$ cat config.mk
export PLATFORM = sky130hd
export DESIGN_NAME = tx_module
export DESIGN_NICKNAME = d
export VERILOG_FILES = /design/src/rtl/tx_module_pkg.sv /design/src/rtl/tx_module_bps.sv /design/src/rtl/tx_module.sv
export SDC_FILE = /design/constraint.sdc
export NUM_CORES = 1
export LEC_CHECK = 0
export CAP_MARGIN = 20
export CORE_ASPECT_RATIO = 0.5
export CORE_MARGIN = 1
export CORE_UTILIZATION = 60
export CTS_BUF_LIST = sky130_fd_sc_hd__clkbuf_16
export DETAILED_ROUTE_END_ITERATION = 10
export GPL_ROUTABILITY_DRIVEN = 0
export PLACE_DENSITY = 0.86
export SYNTH_ARGS = -nofsm -noshare
export SYNTH_HDL_FRONTEND = slang
export SYNTH_SLANG_ARGS = --single-unit
$ cat constraint.sdc
create_clock -name CLK -period 5 [get_ports CLK]
set_input_delay 1 -clock CLK [delete_from_list [all_inputs] [get_ports CLK]]
set_output_delay 1 -clock CLK [all_outputs]
set_load 0.005 [all_outputs]
$ cat src/rtl/tx_module_pkg.sv
// tx_module_pkg: shared UART constants, FSM state encoding and parity helper
package tx_module_pkg;
  localparam int BPS_9600   = 5208;
  localparam int BPS_115200 = 434;
  typedef enum logic [2:0] {
    ST_IDLE,
    ST_START,
    ST_DATA,
    ST_PARITY,
    ST_STOP,
    ST_DONE
  } tx_state_t;
  function automatic logic even_parity(input logic [7:0] d);
    return ^d;
  endfunction
endpackage

$ cat src/rtl/tx_module_bps.sv
// tx_module_bps: baud counter producing a one-cycle tick on the last clock of each bit
module tx_module_bps #(
  parameter int BPS_CNT = 434
) (
  input  logic CLK,
  input  logic RSTn,
  input  logic i_clear,
  input  logic i_en,
  output logic o_tick
);
  localparam logic [15:0] LAST = 16'(BPS_CNT - 1);
  logic [15:0] r_cnt;
  // count 0..BPS_CNT-1 and wrap; clearing keeps every frame bit-aligned
  always_ff @(posedge CLK or negedge RSTn) begin
    if (!RSTn) r_cnt <= '0;
    else if (i_clear) r_cnt <= '0;
    else if (i_en) r_cnt <= (r_cnt == LAST) ? '0 : r_cnt + 16'd1;
  end
  assign o_tick = i_en && !i_clear && (r_cnt == LAST);
endmodule

$ cat src/rtl/tx_module.sv
// tx_module: UART transmitter, start + 8 data LSB-first + optional even parity + 1/2 stop bits
module tx_module
  import tx_module_pkg::*;
#(
  parameter int BPS_CNT   = 434,
  parameter int PARITY_EN = 0,
  parameter int STOP_BITS = 1
) (
  input  logic       CLK,
  input  logic       RSTn,
  input  logic       TX_En_Sig,
  input  logic [7:0] TX_Data,
  output logic       TX_Done_Sig,
  output logic       TX_Busy,
  output logic       TX_Pin_Out
);
  tx_state_t  r_state;
  logic [7:0] r_shift;
  logic       r_par;
  logic [2:0] r_bit;
  logic       r_armed;
  logic       w_tick;
  logic       w_idle;

  assign w_idle = (r_state == ST_IDLE);

  tx_module_bps #(.BPS_CNT(BPS_CNT)) u_bps (
    .CLK    (CLK),
    .RSTn   (RSTn),
    .i_clear(w_idle),
    .i_en   (!w_idle),
    .o_tick (w_tick)
  );

  // frame sequencer: all line/handshake outputs registered here; arming needs En seen low after Done
  always_ff @(posedge CLK or negedge RSTn) begin
    if (!RSTn) begin
      r_state     <= ST_IDLE;
      r_shift     <= '0;
      r_par       <= 1'b0;
      r_bit       <= '0;
      r_armed     <= 1'b1;
      TX_Done_Sig <= 1'b0;
      TX_Busy     <= 1'b0;
      TX_Pin_Out  <= 1'b1;
    end else begin
      if (!TX_En_Sig) r_armed <= 1'b1;
      case (r_state)
        ST_IDLE: begin
          TX_Pin_Out <= 1'b1;
          if (TX_En_Sig && r_armed) begin
            r_shift    <= TX_Data;
            r_par      <= even_parity(TX_Data);
            r_bit      <= '0;
            TX_Pin_Out <= 1'b0;
            TX_Busy    <= 1'b1;
            r_state    <= ST_START;
          end
        end
        ST_START: if (w_tick) begin
          TX_Pin_Out <= r_shift[0];
          r_shift    <= r_shift >> 1;
          r_state    <= ST_DATA;
        end
        ST_DATA: if (w_tick) begin
          if (r_bit == 3'd7) begin
            r_bit      <= '0;
            TX_Pin_Out <= (PARITY_EN != 0) ? r_par : 1'b1;
            r_state    <= (PARITY_EN != 0) ? ST_PARITY : ST_STOP;
          end else begin
            r_bit      <= r_bit + 3'd1;
            TX_Pin_Out <= r_shift[0];
            r_shift    <= r_shift >> 1;
          end
        end
        ST_PARITY: if (w_tick) begin
          TX_Pin_Out <= 1'b1;
          r_state    <= ST_STOP;
        end
        ST_STOP: if (w_tick) begin
          if (r_bit == 3'(STOP_BITS - 1)) begin
            r_bit       <= '0;
            TX_Done_Sig <= 1'b1;
            r_state     <= ST_DONE;
          end else r_bit <= r_bit + 3'd1;
        end
        ST_DONE: begin
          TX_Done_Sig <= 1'b0;
          TX_Busy     <= 1'b0;
          r_armed     <= 1'b0;
          r_state     <= ST_IDLE;
        end
        default: r_state <= ST_IDLE;
      endcase
    end
  end
endmodule

==> metrics.cfg <==
[power_and_ir_drop]
powerDensity_mw_per_mm2 = 268
p_leak_nw = 0.964
vdd_drop_max_uv = 199

[worst_hold_path]
min-delay-path-class = register to register

[yosys]
async_flop_share_pct = 100
yosysSeqAreaShare_pct = 45.2
ys_warn_count = 0
yosysTopAreaCell = dfrtp_1
yosysMostFrequentCell = dfrtp_1
ys.flop_type = dfrtp_1
syn_inst = 180
yosysTopAreaCellShare_pct = 42.4
synth_seq_cells = 34
synth_common_cells = 32 x dfrtp_1, 21 x nor2_1, 12 x inv_1
syn_area_mm2 = 0.00189
synth_nets = 196
synth_area_per_cell_um2 = 10.5
synth_edf_count = 0
synthTopCellsByArea = dfrtp_1 42%, mux2_2 6.0%, mux2_4 5.6%
synthDistinctLibCells = 42

[global_routing]
grt_pass1_wl_um = 6240
overflow = 0
grt_pass1_vias = 1393
track_usage_pct = 24.9
grt_max_degree = 35
antenna_found_initial = 0

[timing]
holdWs_ns = 0.511
setup_violations = 0
layout_min_cycle_time_ns = 2.63
maxSlewViolCount = 0
slew_headroom_pct = 61.7
tightest_slew_ns = 0.575
fin_ws_ns = 2.37
rsz0062_at_grt = false
final.period_utilization_pct = 52.5
fmax_ghz = 0.381
fin_skew_ns = 0.00358
setup_tns_ns = 0
hold_viol = 0

[routing]
drc = 0
drtPass1Iterations = 7
routedWlPerCell_um = 15.6
drt_iter0_drc = 100
final_antenna_net_count = 0
dr_total_vias = 1381
viasPerCell = 5.98
wl_um = 3610

[clock_tree]
cts.sinks = 34
clk-insertion-delay-late_ns = 0.27
cts_root_buf = clkbuf_16
clk_path_buf_depth = 2
cts_hold_buf = 0
cts.repair.resized = 0
cts_setup_buffers = 0
htree_levels = 2
clkTransAtPathRegs_ns = 0.05
cts_tree = done
cts_buffers = 5

[placement]
pre_cts_ws_ns = 2.17
placed_area_mm2 = 0.00201
io_buffers = 13
dp_hpwl_um = 2440

[floorplan]
rows = 13
start_util_pct = 67.8
coreArea_mm2 = 0.00278
dieWidth_um = 81.3
die_h_um = 41.7
io_pins = 14
dieArea_mm2 = 0.00339

[outcome]
outcome = completed

[setup_path]
critPathKind = input port to register
critical_path_peak_fanout = 8
setup.worst_path.end_class = register
start_kind = input port
crit_required_ns = 5.15
cp.arrival_ns = 2.78

[cells_and_area]
seqCellArea_um2 = 853
fin_nets = 209
utilization_pct = 77.1
diodes = 0
synthToLayoutAreaGrowth_pct = 13.7
multiInputGateArea_um2 = 925
n_fill_cell = 184
drive_above_1_share_pct = 17.0
fin_area_mm2 = 0.00214

[job]
maxCapViolations = 0

-- report_power, final --
| part | switching (mW) | internal [mW] | total [mW] |
|---|---|---|---|
| Clock | 0.105 | 0.180 | 0.284 |
| Sequential | 0.0000000000000000180 | 0.276 | 0.276 |
| Combinational | 0.00713 | 0.00762 | 0.0148 |
-- metal layers --
layer,up-vias,global-route usage (%),share of wire (%)
met3,6,7.69,4.4
met5,-,0,0
met1,688,30.8,47
met2,27,42.3,48
met4,0,5.71,1.1
li1,660,-,-
-- flip-flops by register name, indices dropped and copies added (netlist names) --
name and flops:
TX_Busy 1, TX_Done_Sig 1, TX_Pin_Out 1, r_armed 1, r_bit 3, r_shift 8
r_state 3, u_bps.r_cnt 16
-- worst paths after layout --
check,start,to,slack [ns],cells past startpoint
max,TX_En_Sig,r_shift[5]$_DFFE_PN0P_,2.37,5
min,r_shift[3]$_DFFE_PN0P_,r_shift[3]$_DFFE_PN0P_,0.51,1
max reg2reg,r_bit[0]$_DFFE_PN0P_,r_shift[5]$_DFFE_PN0P_,2.75,6
min reg2reg,r_shift[3]$_DFFE_PN0P_,r_shift[3]$_DFFE_PN0P_,0.51,1
max in group asynchronous,RSTn,TX_Pin_Out$_DFFE_PN1P_,3.53,2
min in group asynchronous,RSTn,TX_Busy$_DFFE_PN0P_,1.14,2
-- placed cells by master (no fill, tap or decap), types with 3 or more instances in the layout --
cell type / n
nand2_1: 6
nand4_1: 5
mux2_2: 10
xnor2_1: 10
o21ai_0: 5
dfrtp_1: 32
nor3_1: 6
nor2_1: 21
clkbuf_16: 5
nor2b_1: 3
ha_1: 5
xor2_1: 3
inv_1: 13
a21oi_1: 7
nand3_1: 6
mux2_4: 7
clkdlybuf4s50_1: 13
nand3b_1: 3
-- kinds of logic after synthesis --
family,after synthesis,share of synthesized area [%]
compound gates,27,9.35
xor+xnor,13,6.03
fa+ha+maj,5,3.32
buf+inv,20,5.77
flops,34,45.2
mux,18,12.1
simple gates,63,18.2
-- worst max-delay path, cell delays in order --
cell and delay [ns]:
clkdlybuf4s50_1 0.51, nand2_1 0.13, a211oi_1 0.36, a21o_1 0.45
mux2_4 0.34
-- cell type report --
type,count,share of cell area [%]
flip-flops and latches,34,39.8
multi-input cells,126,43.1
clock inverters,3,0.583
repair buffers,14,6.42
well taps,37,2.16
inverters,12,2.10
clock buffers,5,5.83
-- stage by stage --
step,power (mW),std cells
floorplan,0.281,180
global route,0.593,231
finish,0.575,231
CTS,0.579,231
detailed placement,0.295,223
global placement,0.295,223
Power figures use the tool's default switching activity.
==> patch 1: new RTL, config.mk and constraints unchanged <==
Re-encode `tx_state_t` (6 states) as Gray code, 3 bits wide.
--- a/src/rtl/tx_module_pkg.sv
+++ b/src/rtl/tx_module_pkg.sv
@@ -3,12 +3,12 @@
   localparam int BPS_9600   = 5208;
   localparam int BPS_115200 = 434;
   typedef enum logic [2:0] {
-    ST_IDLE,
-    ST_START,
-    ST_DATA,
-    ST_PARITY,
-    ST_STOP,
-    ST_DONE
+    ST_IDLE   = 3'b000,
+    ST_START  = 3'b001,
+    ST_DATA   = 3'b011,
+    ST_PARITY = 3'b010,
+    ST_STOP   = 3'b110,
+    ST_DONE   = 3'b111
   } tx_state_t;
   function automatic logic even_parity(input logic [7:0] d);
     return ^d;
Check against the original RTL: no difference found for any inputs over 10 cycles, from zero or initial values and one cycle with RSTn low; not proved beyond that.
==> patch 1 against the original RTL <==
Maximum frequency grew 6.3%. First-iteration DRC count shrank 7.0%. Via count grew 3.9%. Global-route usage increased by 1.2 points. Setup slack better by 150 ps. Design area fell by 2.5%. Routed wire length grew 3.5%. Non-clock buffer count did not move. Sequential cell count unchanged. Synthesized area shrank 4.3%. Largest cell class unchanged.
Power is not compared: it rests on default switching activity, and its combinational part moved more than twofold at a synthesized area within 25%.
==> patch 1: results (changes against the original RTL) <==
outcome=complete, no violations (unchanged); Final Net Count=221 (was 209); TritonRoute pass-1 iters=4 (was 7); Commonest cells post-synth=32 x dfrtp_1, 28 x nand2_1, 21 x nor2_1, 12 x xnor2_1, 11 x inv_1 (was 32 x dfrtp_1, 21 x nor2_1, 12 x inv_1, 10 x mux2_2, 10 x xnor2_1); Post-Synth Adder-Cell Area=0.0347 (was 0.0332); number of synthesis warnings=0 (unchanged); xor and xnor area share after synthesis=0.0631 (was 0.0603); Iteration-0 DRC Markers=93 (was 100); main area contributors after synthesis=dfrtp_1 44%, nand2_1 5.8%, xnor2_1 5.8% (was dfrtp_1 42%, mux2_2 6.0%, mux2_4 5.6%); worst hold-check path type=flop to flop (unchanged); Synth Area in Compound Gates=0.0970 (was 0.0935); vias in the first global route=1,254 (was 1,393); clk buf depth=2 (unchanged); vias=1,435 (was 1,381); Max stage delay cell, worst path=clkdlybuf4s50_1 (unchanged); register area share after synthesis=0.473 (was 0.452); first-pass GRT wire length=5910 um (was 6240 um); Crit path arrival time=2630 ps (was 2780 ps); initial antenna violation count=0 (unchanged); post-synthesis cell type count=39 (was 42); Syn Nets=208 (was 196); CTS resizes=0 (unchanged); Largest regs=u_bps.r_cnt: 16 flops, r_shift: 8 flops, r_bit: 3 flops (was u_bps.r_cnt: 16 flops, r_shift: 8 flops); Least-Margin Pin Slew=692 ps (was 575 ps); Post-DP HPWL=2490 um (was 2440 um); Tot GR Track Use=0.261 (was 0.249); mux contribution to synthesized area=0.0610 (was 0.121); fraction of layout cells with a size suffix above 1=0.112 (was 0.170); Placed Cells=235 (was 223); Top reg by flops=u_bps.r_cnt (unchanged); fill cell count=173 (was 184); Clk Latency, worst-skew pair=around 280 ps; Final Skew=5.17 ps (was 3.58 ps); Post-Syn Area per Cell=9.40 um^2 (was 10.5 um^2); routed wire length=3740 um (was 3610 um); asr flop ratio synth=1.00 (unchanged); pre-CTS setup slack=2390 ps (was 2170 ps); Setup Fix Bufs, Post-CTS=0 (unchanged); Via density=5.91 (was 5.98)
[patch 1: power breakdown]
part	total [uW]	internal [uW]	switching, uW
Sequential	356	316	40.9
Combinational	112	55.8	56.2
Clock	289	180	109
[patch 1: area by class of cell]
| class | count | area share |
|---|---|---|
| multi-input cells | 139 | 0.419 |
| clock inverters | 3 | 0.00598 |
| well taps | 37 | 0.0221 |
| inverters | 11 | 0.0197 |
| flip-flops and latches | 34 | 0.408 |
| repair buffers | 14 | 0.0658 |
| clock buffers | 5 | 0.0598 |
[patch 1: through the flow]
| stage | power, uW | cell area, um^2 |
|---|---|---|
| after floorplan | 430 | 1810 |
| after global placement | 462 | 1950 |
| after detailed placement | 471 | 1950 |
| after CTS | 760 | 2090 |
| after global routing | 794 | 2090 |
| final | 758 | 2090 |
[patch 1: cell families after synthesis]
kind of cell / count (synthesis)
xor+xnor: 13
fa+ha+maj: 5
mux: 10
flops: 34
simple gates: 85
compound gates: 26
buf+inv: 19
[patch 1: path summary, 6_finish.rpt]
check	from	end	slack (ps)	cells past startpoint
max	TX_En_Sig	r_shift[1]	2530	5
min	TX_Pin_Out	TX_Pin_Out	470	2
max reg2reg	u_bps.r_cnt[2]	r_shift[1]	2650	4
min reg2reg	TX_Pin_Out	TX_Pin_Out	470	2
max in group asynchronous	RSTn	r_armed	3530	2
min in group asynchronous	RSTn	u_bps.r_cnt[14]	1130	2
[patch 1: per-layer routing]
layer  share of wire  track usage  vias up  routed length (um)
li1                -            -      680                   -
met1            0.44        0.324      704                1650
met2            0.50        0.453       44                1850
met3           0.055       0.0778        7                 204
met4          0.0080       0.0909        0                  30
met5               0            0        -                   0
[patch 1: worst max-delay path, delay by kind of cell]
kind | cells | cell delay [ps]
AOI/OAI and AO/OA | 3 | 750
buffers and inverters | 1 | 520
muxes | 1 | 350
==> patch 2: new RTL, same settings <==
Without the edit above. Change the parameter `PARITY_EN` from 0 to 1.
--- a/src/rtl/tx_module.sv
+++ b/src/rtl/tx_module.sv
@@ -3,7 +3,7 @@
   import tx_module_pkg::*;
 #(
   parameter int BPS_CNT   = 434,
-  parameter int PARITY_EN = 0,
+  parameter int PARITY_EN = 1,
   parameter int STOP_BITS = 1
 ) (
   input  logic       CLK,
Behaviour: same outputs for any inputs over 10 cycles, from zero or initial values and one cycle with RSTn low; that may be too few to reach the edited logic, so the function may still have changed.
==> patch 2 against the original RTL <==
Design area rose by 3.7%. Sequential cell count rose by 1. Synthesized area rose by 1.7%. Setup slack improved by 130 ps. Routed wire length rose by 2.4%. Clock skew rose by 2.6 ps. Critical path type is now flop to flop.
Power is not compared: it rests on default switching activity, and its combinational part moved more than twofold at a synthesized area within 25%.
==> patch 2: results (changes against the original RTL) <==
outcome=complete, no violations (unchanged); CP max FO=16 (was 8); Crit path arrival time=2700 ps (was 2780 ps); Tot GR Track Use=0.249 (about the same); P_leak=0.000990 uW; Via density=5.72 (was 5.98); Worst Hold End=r_shift[5] (was r_shift[3]); Setup Fix Bufs, Post-CTS=0 (unchanged); fill cell count=216 (was 184); routed wire length=3700 um (was 3610 um); Crit Path Category=flop to flop (was input pin to flop); worst hold-check path type=flop to flop (unchanged); TritonRoute pass-1 iters=4 (was 7); reg2reg setup slack=2500 ps (was 2750 ps); Commonest cells post-synth=33 x dfrtp_1, 33 x nor2_1, 14 x xnor2_1, 13 x a21oi_1, 10 x nand2_1 (was 32 x dfrtp_1, 21 x nor2_1, 12 x inv_1, 10 x mux2_2, 10 x xnor2_1); number of synthesis warnings=0 (unchanged); CTS buffer count=5 (unchanged); FF-to-FF path depth=5 (was 6); main area contributors after synthesis=dfrtp_1 43%, nor2_1 6.5%, xnor2_1 6.4% (was dfrtp_1 42%, mux2_2 6.0%, mux2_4 5.6%); Clk Latency, worst-skew pair=approximately 280 ps; initial antenna violation count=0 (unchanged); first-pass GRT wire length=6180 um (was 6240 um); Hold Startpoint=r_shift[5] (was r_shift[3]); # H-tree levels=2 (unchanged); antenna fix cells=0 (unchanged); Max IR drop VDD=0.276 mV; WL/cell=14.7 um (was 15.6 um); largest net degree at the start of global routing=36 (was 35); Final Skew=6.14 ps (was 3.58 ps); Syn Nets=210 (was 196); hold depth=2 (was 1); Iteration-0 DRC Markers=79 (was 100); CTS resizes=0 (unchanged); Least-Margin Pin Slew=630 ps (was 575 ps); Placed Cells=243 (was 223); final period demand of the worst path=2500 ps (was 2630 ps); post-synthesis cell type count=42 (unchanged); Synth Flop Type=dfrtp_1 (unchanged); Clk. pwr=between 200 and 300 uW; asr flop ratio synth=1.00 (unchanged); Post-DP HPWL=2510 um (was 2440 um); pre-CTS setup slack=2280 ps (was 2170 ps); crit path from=u_bps.r_cnt[11] (was TX_En_Sig); vias in the first global route=1,390 (was 1,393); fraction of layout cells with a size suffix above 1=0.0991 (was 0.170); Largest regs=u_bps.r_cnt: 16 flops, r_shift: 8 flops (unchanged); Final Net Count=227 (was 209); FF-to-FF End=r_shift[2] (was r_shift[5]); Clk Tree Root Cell=clkbuf_16 (unchanged); Sw Pwr=128 uW; register area share after synthesis=0.458 (was 0.452); Seq pwr share=0.473; clk buf depth=2 (unchanged); Post-Syn Area per Cell=9.89 um^2 (was 10.5 um^2); clk slew on worst S/H paths=50 ps (about the same); IO buf count=13 (unchanged)
patch 2: changes by cell type in the layout (fill, tap and decap cells not counted), moves of 5 or more:
cell / delta
nor2_1: +12
mux2_2: -8
a21oi_1: +6
nand2b_1: +5
mux2i_1: +8
mux2_4: -7
patch 2: logic make-up (layout without fill, tap and decap cells):
group | after synthesis | in the layout | share of synthesized area
AND/OR/NAND/NOR | 81 | 81 | 0.227
flip-flops | 35 | 35 | 0.458
AO/OA/AOI/OAI | 29 | 29 | 0.0998
XOR/XNOR | 21 | 21 | 0.0959
buffers and inverters | 12 | 30 | 0.0280
multiplexers | 11 | 11 | 0.0587
adder cells (fa/ha/maj) | 5 | 5 | 0.0326
patch 2: metrics by stage:
step | util | hold slack, ps | power [uW] | area [um^2]
2_1_floorplan | - | 473 | 309 | 1920
3_3_place_gp | 0.686 | 489 | 327 | 2080
3_5_place_dp | 0.686 | 507 | 328 | 2080
4_1_cts | 0.731 | 513 | 619 | 2220
5_1_grt | 0.734 | 542 | 637 | 2220
6_report | 0.734 | 514 | 612 | 2220
patch 2: layer usage:
metal / GRT usage / share of wire / up-vias
li1: - / - / 705
met1: 0.332 / 0.48 / 698
met2: 0.388 / 0.47 / 34
met3: 0.0978 / 0.043 / 4
met4: 0.0491 / 0.0092 / 0
met5: 0 / 0 / -
patch 2: layout make-up:
class / instances / share of cell area
Sequential cell: 35 / 0.395
Clock inverter: 3 / 0.00563
Timing Repair Buffer: 15 / 0.0653
Tap cell: 40 / 0.0225
Clock buffer: 5 / 0.0563
Multi-Input combinational cell: 147 / 0.443
Inverter: 7 / 0.0118
patch 2: worst max-delay path, cell delays in order (launching register included):
cell and delay [ps]:
dfrtp_1 410, or4_1 610, or4_4 560, a211oi_4 590
nor2_1 110, a21oi_1 140
